`src/rtl/jk_pkg.sv`:
```
// Shared JK flip-flop definitions: command encoding and the excitation
// function that maps a desired q -> q_next transition onto a {j,k} pair.
package jk_pkg;

  typedef enum logic [1:0] {
    JK_HOLD   = 2'b00,
    JK_RESET  = 2'b01,
    JK_SET    = 2'b10,
    JK_TOGGLE = 2'b11
  } jk_cmd_t;

  // Toggle is deliberately never produced: each transition uses a one-sided command.
  function automatic logic [1:0] jk_excite(input logic q, input logic q_next);
    logic [1:0] jk_s;
    case ({q, q_next})
      2'b01:   jk_s = JK_SET;
      2'b10:   jk_s = JK_RESET;
      default: jk_s = JK_HOLD;
    endcase
    return jk_s;
  endfunction

endpackage

```
`src/rtl/jk_mod_next.sv`:
```
// Combinational next-state and JK excitation for the modulo counter,
// plus the terminal-count flag.
module jk_mod_next
  import jk_pkg::*;
#(
  parameter int WIDTH = 4,
  parameter int MOD   = 10
) (
  input  logic [WIDTH-1:0] count,
  input  logic             clr,
  input  logic             load,
  input  logic [WIDTH-1:0] load_val,
  input  logic             en,
  input  logic             up,
  output logic [WIDTH-1:0] j,
  output logic [WIDTH-1:0] k,
  output logic             tc
);

  // The modulus may equal 2^WIDTH, so compare against it one bit wider
  localparam logic [WIDTH:0]   MOD_L = (WIDTH+1)'(MOD);
  localparam logic [WIDTH-1:0] MAX_C = WIDTH'(MOD - 1);
  localparam logic [WIDTH-1:0] ONE_C = WIDTH'(1);

  logic [WIDTH-1:0] nxt_s;
  logic [1:0]       jk_s;

  // Next-state selection with clr > load > en priority
  always_comb begin
    nxt_s = count;
    if (clr) begin
      nxt_s = '0;
    end else if (load) begin
      if ({1'b0, load_val} < MOD_L) begin
        nxt_s = load_val;
      end else begin
        nxt_s = MAX_C;
      end
    end else if (en) begin
      if (up) begin
        // Out-of-range values recover to 0 just like a normal wrap
        if (count >= MAX_C) begin
          nxt_s = '0;
        end else begin
          nxt_s = count + ONE_C;
        end
      end else begin
        if ((count == '0) || (count > MAX_C)) begin
          nxt_s = MAX_C;
        end else begin
          nxt_s = count - ONE_C;
        end
      end
    end else begin
      nxt_s = count;
    end
  end

  // Per-bit excitation derived from the q -> q_next transition
  always_comb begin
    j    = '0;
    k    = '0;
    jk_s = 2'b00;
    for (int i = 0; i < WIDTH; i++) begin
      jk_s = jk_excite(count[i], nxt_s[i]);
      j[i] = jk_s[1];
      k[i] = jk_s[0];
    end
  end

  assign tc = en & ((up & (count == MAX_C)) | (~up & (count == '0)));

endmodule

```
`src/rtl/jkff.sv`:
```
// JK flip-flop cell with asynchronous active-low reset and synchronous set.
module jkff
  import jk_pkg::*;
(
  input  logic clk,
  input  logic rst_n,
  input  logic set,
  input  logic j,
  input  logic k,
  output logic q
);

  logic q_r;

  // JK state update
  always_ff @(posedge clk or negedge rst_n) begin
    if (!rst_n) begin
      q_r <= 1'b0;
    end else if (set) begin
      q_r <= 1'b1;
    end else begin
      case (jk_cmd_t'({j, k}))
        JK_HOLD:   q_r <= q_r;
        JK_RESET:  q_r <= 1'b0;
        JK_SET:    q_r <= 1'b1;
        JK_TOGGLE: q_r <= ~q_r;
        default:   q_r <= q_r;
      endcase
    end
  end

  assign q = q_r;

endmodule

```
`src/rtl/jk_mod_counter.sv`:
```
// Modulo-MOD up/down counter built from a bank of JK flip-flops, with
// synchronous clear/load, combinational terminal count and registered wrap pulse.
module jk_mod_counter
  import jk_pkg::*;
#(
  parameter int WIDTH = 4,
  parameter int MOD   = 10
) (
  input  logic             clk,
  input  logic             rst_n,
  input  logic             clr,
  input  logic             load,
  input  logic [WIDTH-1:0] load_val,
  input  logic             en,
  input  logic             up,
  output logic [WIDTH-1:0] count,
  output logic             tc,
  output logic             wrap
);

  logic [WIDTH-1:0] q_s;
  logic [WIDTH-1:0] j_s;
  logic [WIDTH-1:0] k_s;
  logic             tc_s;
  logic             wrap_r;

  jk_mod_next #(
    .WIDTH (WIDTH),
    .MOD   (MOD)
  ) u_next (
    .count    (q_s),
    .clr      (clr),
    .load     (load),
    .load_val (load_val),
    .en       (en),
    .up       (up),
    .j        (j_s),
    .k        (k_s),
    .tc       (tc_s)
  );

  for (genvar i = 0; i < WIDTH; i++) begin : g_ff
    jkff u_ff (
      .clk   (clk),
      .rst_n (rst_n),
      .set   (1'b0),
      .j     (j_s[i]),
      .k     (k_s[i]),
      .q     (q_s[i])
    );
  end

  // Wrap pulse: terminal count that was not overridden by clr or load
  always_ff @(posedge clk or negedge rst_n) begin
    if (!rst_n) begin
      wrap_r <= 1'b0;
    end else begin
      wrap_r <= tc_s & ~clr & ~load;
    end
  end

  assign count = q_s;
  assign tc    = tc_s;
  assign wrap  = wrap_r;

endmodule
```
`config.mk`:
```
export PLATFORM = sky130hd
export DESIGN_NAME = jk_mod_counter
export DESIGN_NICKNAME = d
export VERILOG_FILES = /design/src/rtl/jk_pkg.sv /design/src/rtl/jk_mod_next.sv /design/src/rtl/jkff.sv /design/src/rtl/jk_mod_counter.sv
export SDC_FILE = /design/constraint.sdc
export NUM_CORES = 1
export LEC_CHECK = 0
export CORE_ASPECT_RATIO = 1.1
export CORE_UTILIZATION = 40
export DETAILED_ROUTE_END_ITERATION = 10
export HOLD_SLACK_MARGIN = 0.08
export PLACE_DENSITY = 0.71
export SYNTH_ARGS = -nofsm -noshare
export SYNTH_HDL_FRONTEND = slang
export SYNTH_SLANG_ARGS = --single-unit
```
`constraint.sdc`:
```
create_clock -name clk -period 2.1 [get_ports clk]
set_input_delay 0.42 -clock clk [delete_from_list [all_inputs] [get_ports clk]]
set_output_delay 0.42 -clock clk [all_outputs]
set_load 0.02 [all_outputs]
```
==> summary by stage, run 1 <==
Clocking
The number of buffers created by CTS is 3. The clock latency of the later-clocked register in the worst-skew pair is 0.26 ns. In this run the clock root is driven by a sky130_fd_sc_hd__clkbuf_4. The CTS tree is done. The clock passes through at most 2 buffers.

For this design, the CTS-stage hold fixing added 0 buffers. For this design, the sink count on the clock tree is 5. CTS built an H-tree with a depth of 1.

The clock-pin slew of the registers on the worst-case setup and hold paths is 0.05 ns.

Power and ir drop
Overall power consumption after layout is estimated at 1.04 mW. Across the VDD grid, the largest voltage drop is 0.665 mV. For this design the ratio of total power to cell area is 1020 mW/mm^2. The static leakage is 0.429 nW.

Detailed routing
The final routed wire length divided by cell count is 13.3 um. The first detailed-routing pass ran for 5 iterations. The post-detailed-route count of antenna-violating nets is 0. In this run, the number of DRC markers left after iteration 0 of detailed routing was 27. After detailed routing, the number of remaining DRC violations is 0. Wires add up to 1.60 mm.

The via total after detailed routing is 687. The detailed-route vias per instance is 5.73.

GRT
The number of antenna violations at the first check in global routing is 0. The first-pass GRT wire length is 2.48 mm. After global routing the overflow that remains totals 0.

The largest net degree at the start of global routing is 11. The global-route usage over all layers is 20.6%. The via count of the first global-routing pass came to 608.

Floorplanning
In this run the horizontal extent of the chip is 40.3 um. The floorplan step defined a die boundary enclosing 0.00178 mm^2. The initial cell density of the core is 44.9%. The number of rows in the core area is 14. The floorplan step set the die height to 44.1 um. The I/O pin count is 16. The area inside the core boundary is 0.00144 mm^2.

Final layout
Cells with a size suffix above 1 make up 42.3% of the layout. The count of non-filler cells in the finished layout is 120. The number of nets in the finished design is 123. Relative to the synthesized area, the layout overhead comes to 57.7%. After filler insertion, the fill cell instance count of the layout stands at 103. Cells fill 70.7% of the core in the end. 0 antenna diodes ended up in the layout.

Yosys
In the post-synthesis netlist, the biggest area contributors are sky130_fd_sc_hd__dfrtp_1 (19%), sky130_fd_sc_hd__ha_1 (16%), sky130_fd_sc_hd__mux2_2 (7.0%), sky130_fd_sc_hd__buf_4 (5.8%), sky130_fd_sc_hd__inv_1 (4.1%). The number of nets in the synthesized netlist is 93. The share of the yosys chip area belonging to registers is 19.4%. The number of synthesized register bits is 5. Counting every instance in the synthesized netlist gives 75.

In the synthesized netlist the async set-or-reset flop fraction comes to 100%. Among all flip-flop cells after synthesis, the most frequent one is sky130_fd_sc_hd__dfrtp_1. The number of unique standard cell types used by synthesis is 33. The mapped cell area is 644 um^2. The number of enable flip-flop cells after synthesis is 0. A synthesized cell averages 8.59 um^2. The top-area cell type share of the netlist area is 19.4%. The number of synthesis warnings is 0.

The library cell occupying the most area in the post-synthesis netlist is sky130_fd_sc_hd__dfrtp_1.

Flow run
The number of maximum-capacitance violations is 0.

Timing
Dividing the final minimum period by the clock period gives 103%. The achievable frequency is 0.461 GHz. The worst clock skew is 0.00829 ns. The worst path in the final design needs a cycle of 2.17 ns, including I/O delays and setup.

Hold is met by 0.385 ns. Setup repair after global routing could not meet its margin everywhere. For the pin with the worst max-slew slack, the measured transition is 0.285 ns.

The max-slew violation total from the final report came to 0. The final setup violation count is 2. The final worst setup slack is -0.0695 ns. In this run the tightest slew margin relative to its limit is 80.9%. The count of endpoints failing hold in the final timing report is 0.

Placed design
At the end of routability-driven placement, the weighted congestion stood at 0.820. The number of cells in the design after placement is 114. The setup slack after placement is -0.380 ns. The number of port buffers is 15. The wire-length estimate of the detail-placed layout is 1.22 mm.

Run status
The run finished, with violations left. The checks that failed: setup timing.

Hold path
The worst hold-check path type is input port to async pin.

Worst setup path
Along the worst path, the maximum fanout reaches 4. The register-to-register setup slack is -0.07 ns. The endpoint type of the worst setup path is a flip-flop. The arrival time reported for the critical path endpoint is 2.31 ns.

The worst setup path is launched from a flip-flop. The critical path in this run is classified as flip-flop to flip-flop. The required time of the critical path is 2.24 ns.
==> area by class of cell <==
type / count / area [um^2] / share of cell area, %
Multi-Input combinational cell: 56 / 527 / 51.8
Timing Repair Buffer: 32 / 285 / 28.1
Sequential cell: 5 / 129 / 12.7
Inverter: 7 / 28.8 / 2.83
Clock buffer: 4 / 26.3 / 2.59
Tap cell: 16 / 20.0 / 1.97
==> synthesized netlist by cell type, drive strengths merged (2+ instances only) <==
master / number
inv: 7
a21oi: 3
a211oi: 2
dfrtp: 5
a221oi: 2
o21ai: 3
mux2: 4
nor2: 7
buf: 6
nand3: 2
o22ai: 3
ha: 8
xnor2: 2
nor3: 4
nor2b: 2
==> per-stage QoR <==
stage,cell area [um^2],setup TNS [ns]
2_1_floorplan,688,-0.00691
3_3_place_gp,918,-1.28
3_5_place_dp,918,-1.35
4_1_cts,982,-0.0884
5_1_grt,1020,-0.421
6_report,1020,-0.0963
==> layout by cell type, fill, tap and decap left out, types with 2 or more instances in the layout <==
cell type,instances
sky130_fd_sc_hd__nor2b_1,2
sky130_fd_sc_hd__clkdlybuf4s50_1,13
sky130_fd_sc_hd__a221oi_2,2
sky130_fd_sc_hd__nand3_1,2
sky130_fd_sc_hd__mux2_2,4
sky130_fd_sc_hd__clkbuf_4,3
sky130_fd_sc_hd__xnor2_1,2
sky130_fd_sc_hd__dfrtp_1,2
sky130_fd_sc_hd__buf_4,16
sky130_fd_sc_hd__nor2_1,6
sky130_fd_sc_hd__ha_1,5
sky130_fd_sc_hd__ha_4,2
sky130_fd_sc_hd__dfrtp_2,3
sky130_fd_sc_hd__inv_1,5
sky130_fd_sc_hd__o22ai_1,2
sky130_fd_sc_hd__nor3_1,3
sky130_fd_sc_hd__o21ai_0,3
sky130_fd_sc_hd__a21oi_1,3
==> what timing repair did <==
item                       CTS  global route
resized for setup           10             5
setup endpoints to repair    4             4
pin swaps                    2             0
buffers inserted             1             1
==> path summary, 6_finish.rpt <==
kind,startpoint,to,depth (start not counted)
max,g_ff[0].u_ff.q$_DFFE_PN0P_,g_ff[3].u_ff.q$_DFFE_PN0P_,8
min,rst_n,g_ff[3].u_ff.q$_DFFE_PN0P_,1
max reg2reg,g_ff[0].u_ff.q$_DFFE_PN0P_,g_ff[3].u_ff.q$_DFFE_PN0P_,8
min reg2reg,g_ff[1].u_ff.q$_DFFE_PN0P_,g_ff[1].u_ff.q$_DFFE_PN0P_,2
max in group asynchronous,rst_n,g_ff[1].u_ff.q$_DFFE_PN0P_,1
min in group clk,up,wrap$_DFF_PN0_,4
==> cells by family (layout without fill, tap and decap cells) <==
logic type | Yosys count | after routing | share of synthesized area, %
simple gates | 21 | 21 | 18.4
xor+xnor | 2 | 2 | 2.72
mux | 4 | 4 | 6.99
flops | 5 | 5 | 19.4
fa+ha+maj | 8 | 8 | 15.5
buf+inv | 14 | 43 | 12.2
compound gates | 21 | 21 | 24.7
==> registers in the layout (all words and copies together), names as in the netlist <==
signal,cells
g_ff.u_ff.q,4
wrap,1
==> critical path: stages (launching register included) <==
cell,delay (ns)
sky130_fd_sc_hd__dfrtp_2,0.44
sky130_fd_sc_hd__inv_2,0.10
sky130_fd_sc_hd__ha_4,0.13
sky130_fd_sc_hd__nor3b_4,0.24
sky130_fd_sc_hd__o31ai_4,0.11
sky130_fd_sc_hd__a311o_1,0.29
sky130_fd_sc_hd__a221oi_2,0.22
sky130_fd_sc_hd__ha_1,0.27
sky130_fd_sc_hd__mux2_2,0.27
==> metal layers <==
layer / track usage (%) / vias to the layer above / share of wire (%)
li1: - / 332 / -
met1: 24.1 / 314 / 42
met2: 33.9 / 36 / 48
met3: 8.04 / 5 / 7.7
met4: 6.00 / 0 / 2.4
met5: 0 / - / 0
==> report_power, final <==
group | switching (mW) | internal (mW) | leakage (nW)
Clock | 0.0461 | 0.0722 | 0.0150
Combinational | 0.349 | 0.404 | 0.352
Sequential | 0.0428 | 0.124 | 0.0626
No activity file was read; power rests on OpenSTA's default activity.
==> run 2, diff against run 1 <==
--- a/config.mk
+++ b/config.mk
@@ -7,2 +7,3 @@
 export LEC_CHECK = 0
+export ABC_CLOCK_PERIOD_IN_PS = 2100
 export CORE_ASPECT_RATIO = 1.1
--- a/constraint.sdc
+++ b/constraint.sdc
@@ -3,2 +3,2 @@
 set_output_delay 0.42 -clock clk [all_outputs]
-set_load 0.02 [all_outputs]
+set_load 0.1 [all_outputs]
==> run 2 against run 1 <==
Against the previous run:
- the flow still finishes with violations (setup timing)
- critical path depth unchanged
- combinational power up 39%
- hold slack better by 0.027 ns
- register-to-register slack got worse by 0.04 ns
- clock-buffer cell count unchanged
- maximum frequency shrank 1.7%
- critical path type unchanged
==> summary by stage, run 2 (same netlist as run 1, synthesis figures left out) <==
Power and ir drop
The worst supply voltage drop on vdd came to 0.988 mV (+48%). The power per cell area came to 1200 mW/mm^2 (+17%). The sum of internal, switching and leakage power came to 1.35 mW (+30%).

The static leakage is 0.493 nW (+15%).

Final layout
The relative area change from synthesis to final layout is 75.0%. The final-layout fill cell count is 96 (-6.8%). The most frequent standard cell in the layout excluding fill and tap cells is sky130_fd_sc_hd__buf_4.

The area of all sequential standard cells is 129 um^2 (unchanged). The share of cells above drive strength 1 came to 53.2% (+11 points). The count of antenna diodes in the layout is 0 (unchanged).

The flip-flop count of the largest register, all copies and words added is 4 (unchanged). The number of nets in the finished design came to 130 (+5.7%). Leaving out fill and tap cells, the most frequent cells in the layout are sky130_fd_sc_hd__buf_4 (24), sky130_fd_sc_hd__clkdlybuf4s50_1 (8), sky130_fd_sc_hd__nor2_1 (6), sky130_fd_sc_hd__ha_1 (5). The count of non-filler cells in the finished layout was 127 (+5.8%). The multi-input combinational cell area was 546 um^2 (+3.6%).

Floorplanning
The width of the die is 40.3 um (unchanged). The number of rows in the core area is 14 (unchanged). The area inside the core boundary came to 0.00144 mm^2 (unchanged).

The die extent in y is 44.1 um (unchanged). The die area is 0.00178 mm^2 (unchanged). The I/O pin count is 16 (unchanged). The initial cell density of the core came to 44.9% (unchanged).

Clocking
The number of buffers between clock root and the deepest sink came to 2 (unchanged). In this run the clock root is driven by a sky130_fd_sc_hd__clkbuf_4. The CTS sink count is 5 (unchanged). The clock latency of the later-clocked register in the worst-skew pair is 0.24 ns (-0.02 ns).

TritonCTS built the clock tree. The number of buffers created by CTS was 3 (unchanged). The quantity of hold-fixing buffers added after cts is 0 (unchanged).

The clock-pin slew of the registers on the worst-case setup and hold paths is 0.05 ns (about the same). The CTS H-tree depth was 1 (unchanged).

Timing
The achievable frequency was 0.453 GHz (-1.7%). The max-slew violation total from the final report is 0 (unchanged). Setup repair after global routing could not meet its margin everywhere.

The worst clock skew is 0.00545 ns (-0.00284 ns). The max-slew headroom at the worst pin is 69.0% (-12 points). The final setup violation count is 2 (unchanged).

The final worst setup slack is -0.108 ns (-0.0383 ns). The count of endpoints failing hold in the final timing report is 0 (unchanged). The post-layout minimum cycle time is 2.21 ns (+0.0383 ns). The slew of the pin with the lowest slew margin was 0.464 ns (+0.179 ns). The final period utilization is 105% (+1.8 points).

Detailed routing
The number of DRC violations after detailed-routing iteration 0 came to 8 (-70%). The count of TritonRoute iterations in the first routing pass came to 4 (-1). The via total after detailed routing came to 698 (+1.6%). The number of DRC violations after detailed routing is 0 (unchanged). The post-detailed-route count of antenna-violating nets is 0 (unchanged). The final routed wire length divided by cell count is 15.0 um (+13%). The detailed-route vias per instance is 5.50 (-4.0%). The sum of routed wire length over all layers came to 1.91 mm (+19%).

GRT
The global-route usage over all layers is 24.5% (+4.0 points). The largest net degree at the start of global routing is 12 (+1). The number of antenna violations at the first check in global routing is 0 (unchanged). The via count of the first global-routing pass is 671 (+10%).

The first-pass GRT wire length came to 2.87 mm (+16%). The leftover overflow at the end of global routing came to 0 (unchanged).

Placed design
The number of cells in the design after placement came to 118 (+3.5%). The HPWL after detailed placement was 1.45 mm (+19%). The number of port buffers is 15 (unchanged). The placer's final routability congestion estimate is 0.849 (+3.5%).

Run status
The flow ran to the end, but the final reports show violations. The checks that failed: setup timing.

Worst setup path
The critical path is of the flip-flop to flip-flop type. The type of origin of the critical path is a flip-flop. The required time of the critical path is 2.23 ns (about the same). In this run the critical register-to-register path is launched from g_ff[0].u_ff.q$_DFFE_PN0P_. The register-to-register setup slack was -0.11 ns (-0.04 ns). The endpoint type of the worst setup path is a flip-flop.

The destination of the worst register-to-register timing path is g_ff[3].u_ff.q$_DFFE_PN0P_. The maximum fanout encountered on the critical timing path is 4 (unchanged). The arrival time reported for the critical path endpoint is 2.34 ns (+0.03 ns). The logic depth of the worst register-to-register path came to 8 (unchanged).

Flow run
The number of maximum-capacitance violations is 0 (unchanged).

Hold path
The path class of the tightest hold or removal check is input port to async pin.
-- run 2: report_power, final --
part | switching [mW] | internal, mW | total, mW
Clock | 0.0430 | 0.0721 | 0.115
Sequential | 0.0617 | 0.124 | 0.186
Combinational | 0.554 | 0.493 | 1.05
Total | 0.659 | 0.689 | 1.35
-- run 2: per-stage QoR --
| step | utilization, % | worst slack [ns] | hold WS [ns] | TNS, ns | cell area, um^2 |
|---|---|---|---|---|---|
| after detailed placement | 70.9 | -0.242 | 0.674 | -0.858 | 1020 |
| after floorplan | - | -0.0384 | 0.124 | -0.0580 | 723 |
| after CTS | 75.5 | -0.0756 | 0.401 | -0.182 | 1080 |
| final | 78.5 | -0.108 | 0.411 | -0.163 | 1130 |
| after global placement | 70.9 | -0.238 | 0.666 | -0.724 | 1020 |
| after global routing | 78.5 | -0.192 | 0.411 | -0.539 | 1130 |
-- run 2: cell type report --
class                   instances  area share (%)
flip-flops and latches          5            11.4
inverters                       7            2.77
clock buffers                   4            2.33
repair buffers                 39            33.3
well taps                      16            1.78
multi-input cells              56            48.4
-- run 2: how the worst max path moves through the flow --
stage,start,to,slack (ns)
after global routing,g_ff[0].u_ff.q$_DFFE_PN0P_,g_ff[3].u_ff.q$_DFFE_PN0P_,-0.19
final,g_ff[0].u_ff.q$_DFFE_PN0P_,g_ff[3].u_ff.q$_DFFE_PN0P_,-0.11
after CTS,g_ff[0].u_ff.q$_DFFE_PN0P_,g_ff[3].u_ff.q$_DFFE_PN0P_,-0.08
after global placement,up,g_ff[0].u_ff.q$_DFFE_PN0P_,-0.24
after detailed placement,up,g_ff[0].u_ff.q$_DFFE_PN0P_,-0.24
after floorplan,g_ff[1].u_ff.q$_DFFE_PN0P_,tc,-0.04
-- run 2: worst max-delay path: stages, from the launching register on --
cell                       delay (ns)
sky130_fd_sc_hd__dfrtp_2         0.45
sky130_fd_sc_hd__inv_4           0.10
sky130_fd_sc_hd__ha_4            0.15
sky130_fd_sc_hd__nor3b_4         0.21
sky130_fd_sc_hd__o31ai_2         0.11
sky130_fd_sc_hd__a311o_1         0.30
sky130_fd_sc_hd__a221oi_2        0.22
sky130_fd_sc_hd__ha_1            0.27
sky130_fd_sc_hd__mux2_2          0.28
-- run 2: metal layers --
| metal | vias up | GRT usage (%) | wire length, um |
|---|---|---|---|
| li1 | 348 | - | - |
| met1 | 340 | 30.1 | 812 |
| met2 | 8 | 41.0 | 1050 |
| met3 | 2 | 1.51 | 24 |
| met4 | 0 | 14.0 | 22 |
| met5 | - | 0 | 0 |
-- run 2: timing repair --
| action | CTS | global route |
|---|---|---|
| gates resized for setup | 4 | 8 |
| buffers inserted | 3 | 2 |
| pin swaps | 2 | 2 |
| setup endpoints to repair | 3 | 5 |
==> run 3, diff against run 2 <==
- CORE_MARGIN: not set -> 5
==> run 3 against run 2 <==
Against the previous run:
- the flow still finishes with violations (setup timing)
- first-iteration DRC count increased to 2.9 times the previous value
- worst setup slack got worse by 0.028 ns
- total power increased by 3.0%
- hold slack got worse by 0.021 ns
- maximum frequency decreased by 1.2%
- utilization decreased by 6.2 points
- critical endpoint unchanged
==> summary by stage, run 3 (same netlist as run 1, synthesis figures left out) <==
Run status
The checks that failed: setup timing. The run finished, with violations left.

Floorplanning
The area inside the core boundary came to 0.00156 mm^2 (+8.4%). The number of rows in the core area was 15 (+1). The I/O pin count is 16 (unchanged).

The initial cell density of the core came to 41.4% (-3.5 points). The die area is 0.00251 mm^2 (+42%). The die extent in y was 52.1 um (+18%). The width of the die is 48.3 um (+20%).

Clocking
The clock-pin slew of the registers on the worst-case setup and hold paths was 0.06 ns (about the same). The CTS sink count came to 5 (unchanged). The clock latency of the later-clocked register in the worst-skew pair was 0.26 ns (+0.02 ns). The CTS H-tree depth came to 1 (unchanged). The root buffer cell is sky130_fd_sc_hd__clkbuf_4. The number of buffers created by CTS is 3 (unchanged).

The number of buffers between clock root and the deepest sink was 2 (unchanged). The quantity of hold-fixing buffers added after cts came to 0 (unchanged). The CTS tree is done.

Timing
The max-slew violation total from the final report was 0 (unchanged). The max-slew headroom at the worst pin is 73.7% (+4.6 points). Setup repair after global routing could not meet its margin everywhere. The post-layout minimum cycle time was 2.24 ns (+0.0276 ns). The worst clock skew is 0.00909 ns (+0.00364 ns). The final worst setup slack is -0.135 ns (-0.0276 ns). The count of endpoints failing hold in the final timing report is 0 (unchanged). The final setup violation count came to 4 (+2).

The final period utilization is 106% (+1.3 points). The total negative setup slack is -0.303 ns (-0.140 ns). The achievable frequency is 0.447 GHz (-1.2%). The worst-case hold slack is 0.390 ns (-0.0212 ns). The slew of the pin with the lowest slew margin is 0.395 ns (-0.0694 ns).

Final layout
The area of all sequential standard cells is 128 um^2 (-0.97%). The share of cells above drive strength 1 was 53.2% (unchanged). The relative area change from synthesis to final layout is 74.8%. The top cell types in the final layout, fill and taps aside, are sky130_fd_sc_hd__buf_4 (26), sky130_fd_sc_hd__clkdlybuf4s50_1 (9), sky130_fd_sc_hd__nor2_1 (7), sky130_fd_sc_hd__ha_1 (5). The multi-input combinational cell area is 553 um^2 (+1.4%).

The count of non-filler cells in the finished layout was 128 (+0.79%). The number of nets in the finished design is 130 (unchanged). The final-layout fill cell count is 105 (+9.4%). The library cell used most frequently in the layout, excluding fill and tap cells, is sky130_fd_sc_hd__buf_4. The count of antenna diodes in the layout is 0 (unchanged). The flip-flop count of the largest register, all copies and words added is 4 (unchanged).

GRT
The via count of the first global-routing pass was 706 (+5.2%). The number of antenna violations at the first check in global routing is 0 (unchanged). The first-pass GRT wire length came to 3.28 mm (+14%). The largest net degree at the start of global routing is 10 (-2). The global-route usage over all layers came to 19.0% (-5.5 points). The leftover overflow at the end of global routing is 0 (unchanged).

Flow run
The number of maximum-capacitance violations is 0 (unchanged).

Worst setup path
The arrival time reported for the critical path endpoint came to 2.38 ns (+0.04 ns). The type of origin of the critical path is a flip-flop. The worst setup path is captured at a flip-flop. The type of the worst setup path is flip-flop to flip-flop. The maximum fanout encountered on the critical timing path came to 5 (+1). The required time of the critical path was 2.24 ns (about the same).

Power and ir drop
The static leakage is 0.486 nW (-1.4%). The sum of internal, switching and leakage power was 1.39 mW (+3.0%). The power per cell area came to 1230 mW/mm^2 (+3.1%). The worst supply voltage drop on vdd is 0.845 mV (-14%).

Detailed routing
The uppermost signal routing layer after detailed routing is met4. The wire length on met3 is 85 um (+250%). The via total after detailed routing came to 707 (+1.3%). The detailed-route vias per instance was 5.52 (+0.50%). The total length of routed met2 wires is 998 um (-4.5%). The post-detailed-route count of antenna-violating nets came to 0 (unchanged). The number of DRC violations after detailed-routing iteration 0 is 23 (+15). The number of DRC violations after detailed routing is 0 (unchanged). The wire length on met1 is 830 um (+2.2%). The count of TritonRoute iterations in the first routing pass came to 4 (unchanged). The final routed wire length divided by cell count is 15.7 um (+4.7%). The sum of routed wire length over all layers is 2.01 mm (+5.6%).

Placed design
The number of port buffers is 15 (unchanged). The number of cells in the design after placement is 119 (+0.85%). The placer's final routability congestion estimate came to 0.883 (+4.1%). The HPWL after detailed placement is 1.52 mm (+4.9%).

Hold path
The worst hold-check path type is input port to async pin.
## run 3: cell type report
type                    count  area share [%]
clock buffers               3            2.00
clock inverters             1           0.444
inverters                   7            2.78
multi-input cells          56            49.1
flip-flops and latches      5            11.3
well taps                  17            1.89
repair buffers             39            32.4
## run 3: power by group
part,switching (mW),internal [mW],leakage (nW)
logic,0.573,0.506,0.404
clock network,0.0554,0.0699,0.0177
registers,0.0609,0.123,0.0642
total,0.689,0.699,0.486
## run 3: metrics by stage
stage | utilization, % | setup WS (ns) | cell area (um^2)
detailed placement | 65.5 | -0.237 | 1020
global route | 72.3 | -0.225 | 1130
finish | 72.3 | -0.135 | 1130
global placement | 65.5 | -0.181 | 1020
floorplan | - | -0.0384 | 723
CTS | 70.8 | -0.138 | 1100
## run 3: per-layer routing
layer  vias up  global-route usage (%)
li1        347                       -
met1       331                    24.0
met2        20                    28.3
met3         9                    3.81
met4         0                    12.1
met5         -                       0
## run 3: critical path: stages, from the launching register on
cell	delay (ns)
sky130_fd_sc_hd__dfrtp_2	0.45
sky130_fd_sc_hd__inv_4	0.07
sky130_fd_sc_hd__ha_4	0.17
sky130_fd_sc_hd__nor2_1	0.18
sky130_fd_sc_hd__o22ai_4	0.13
sky130_fd_sc_hd__a311o_1	0.35
sky130_fd_sc_hd__a221oi_2	0.23
sky130_fd_sc_hd__ha_1	0.27
sky130_fd_sc_hd__mux2_2	0.27
## run 3: what timing repair did
item,4_1_cts,5_1_grt
resized for setup,5,4
endpoints found under the setup margin,4,5
setup buffers,4,1
pin swaps,5,3
## run 3: worst paths after layout
check / start / end / slack, ns / depth (start not counted)
setup / recovery: g_ff[0].u_ff.q$_DFFE_PN0P_ / g_ff[3].u_ff.q$_DFFE_PN0P_ / -0.14 / 8
hold / removal: rst_n / wrap$_DFF_PN0_ / 0.39 / 1
setup reg to reg: g_ff[0].u_ff.q$_DFFE_PN0P_ / g_ff[3].u_ff.q$_DFFE_PN0P_ / -0.14 / 8
hold reg to reg: g_ff[1].u_ff.q$_DFFE_PN0P_ / g_ff[1].u_ff.q$_DFFE_PN0P_ / 0.59 / 1
max in group asynchronous: rst_n / g_ff[0].u_ff.q$_DFFE_PN0P_ / 1.48 / 1
min in group clk: g_ff[1].u_ff.q$_DFFE_PN0P_ / g_ff[1].u_ff.q$_DFFE_PN0P_ / 0.59 / 1
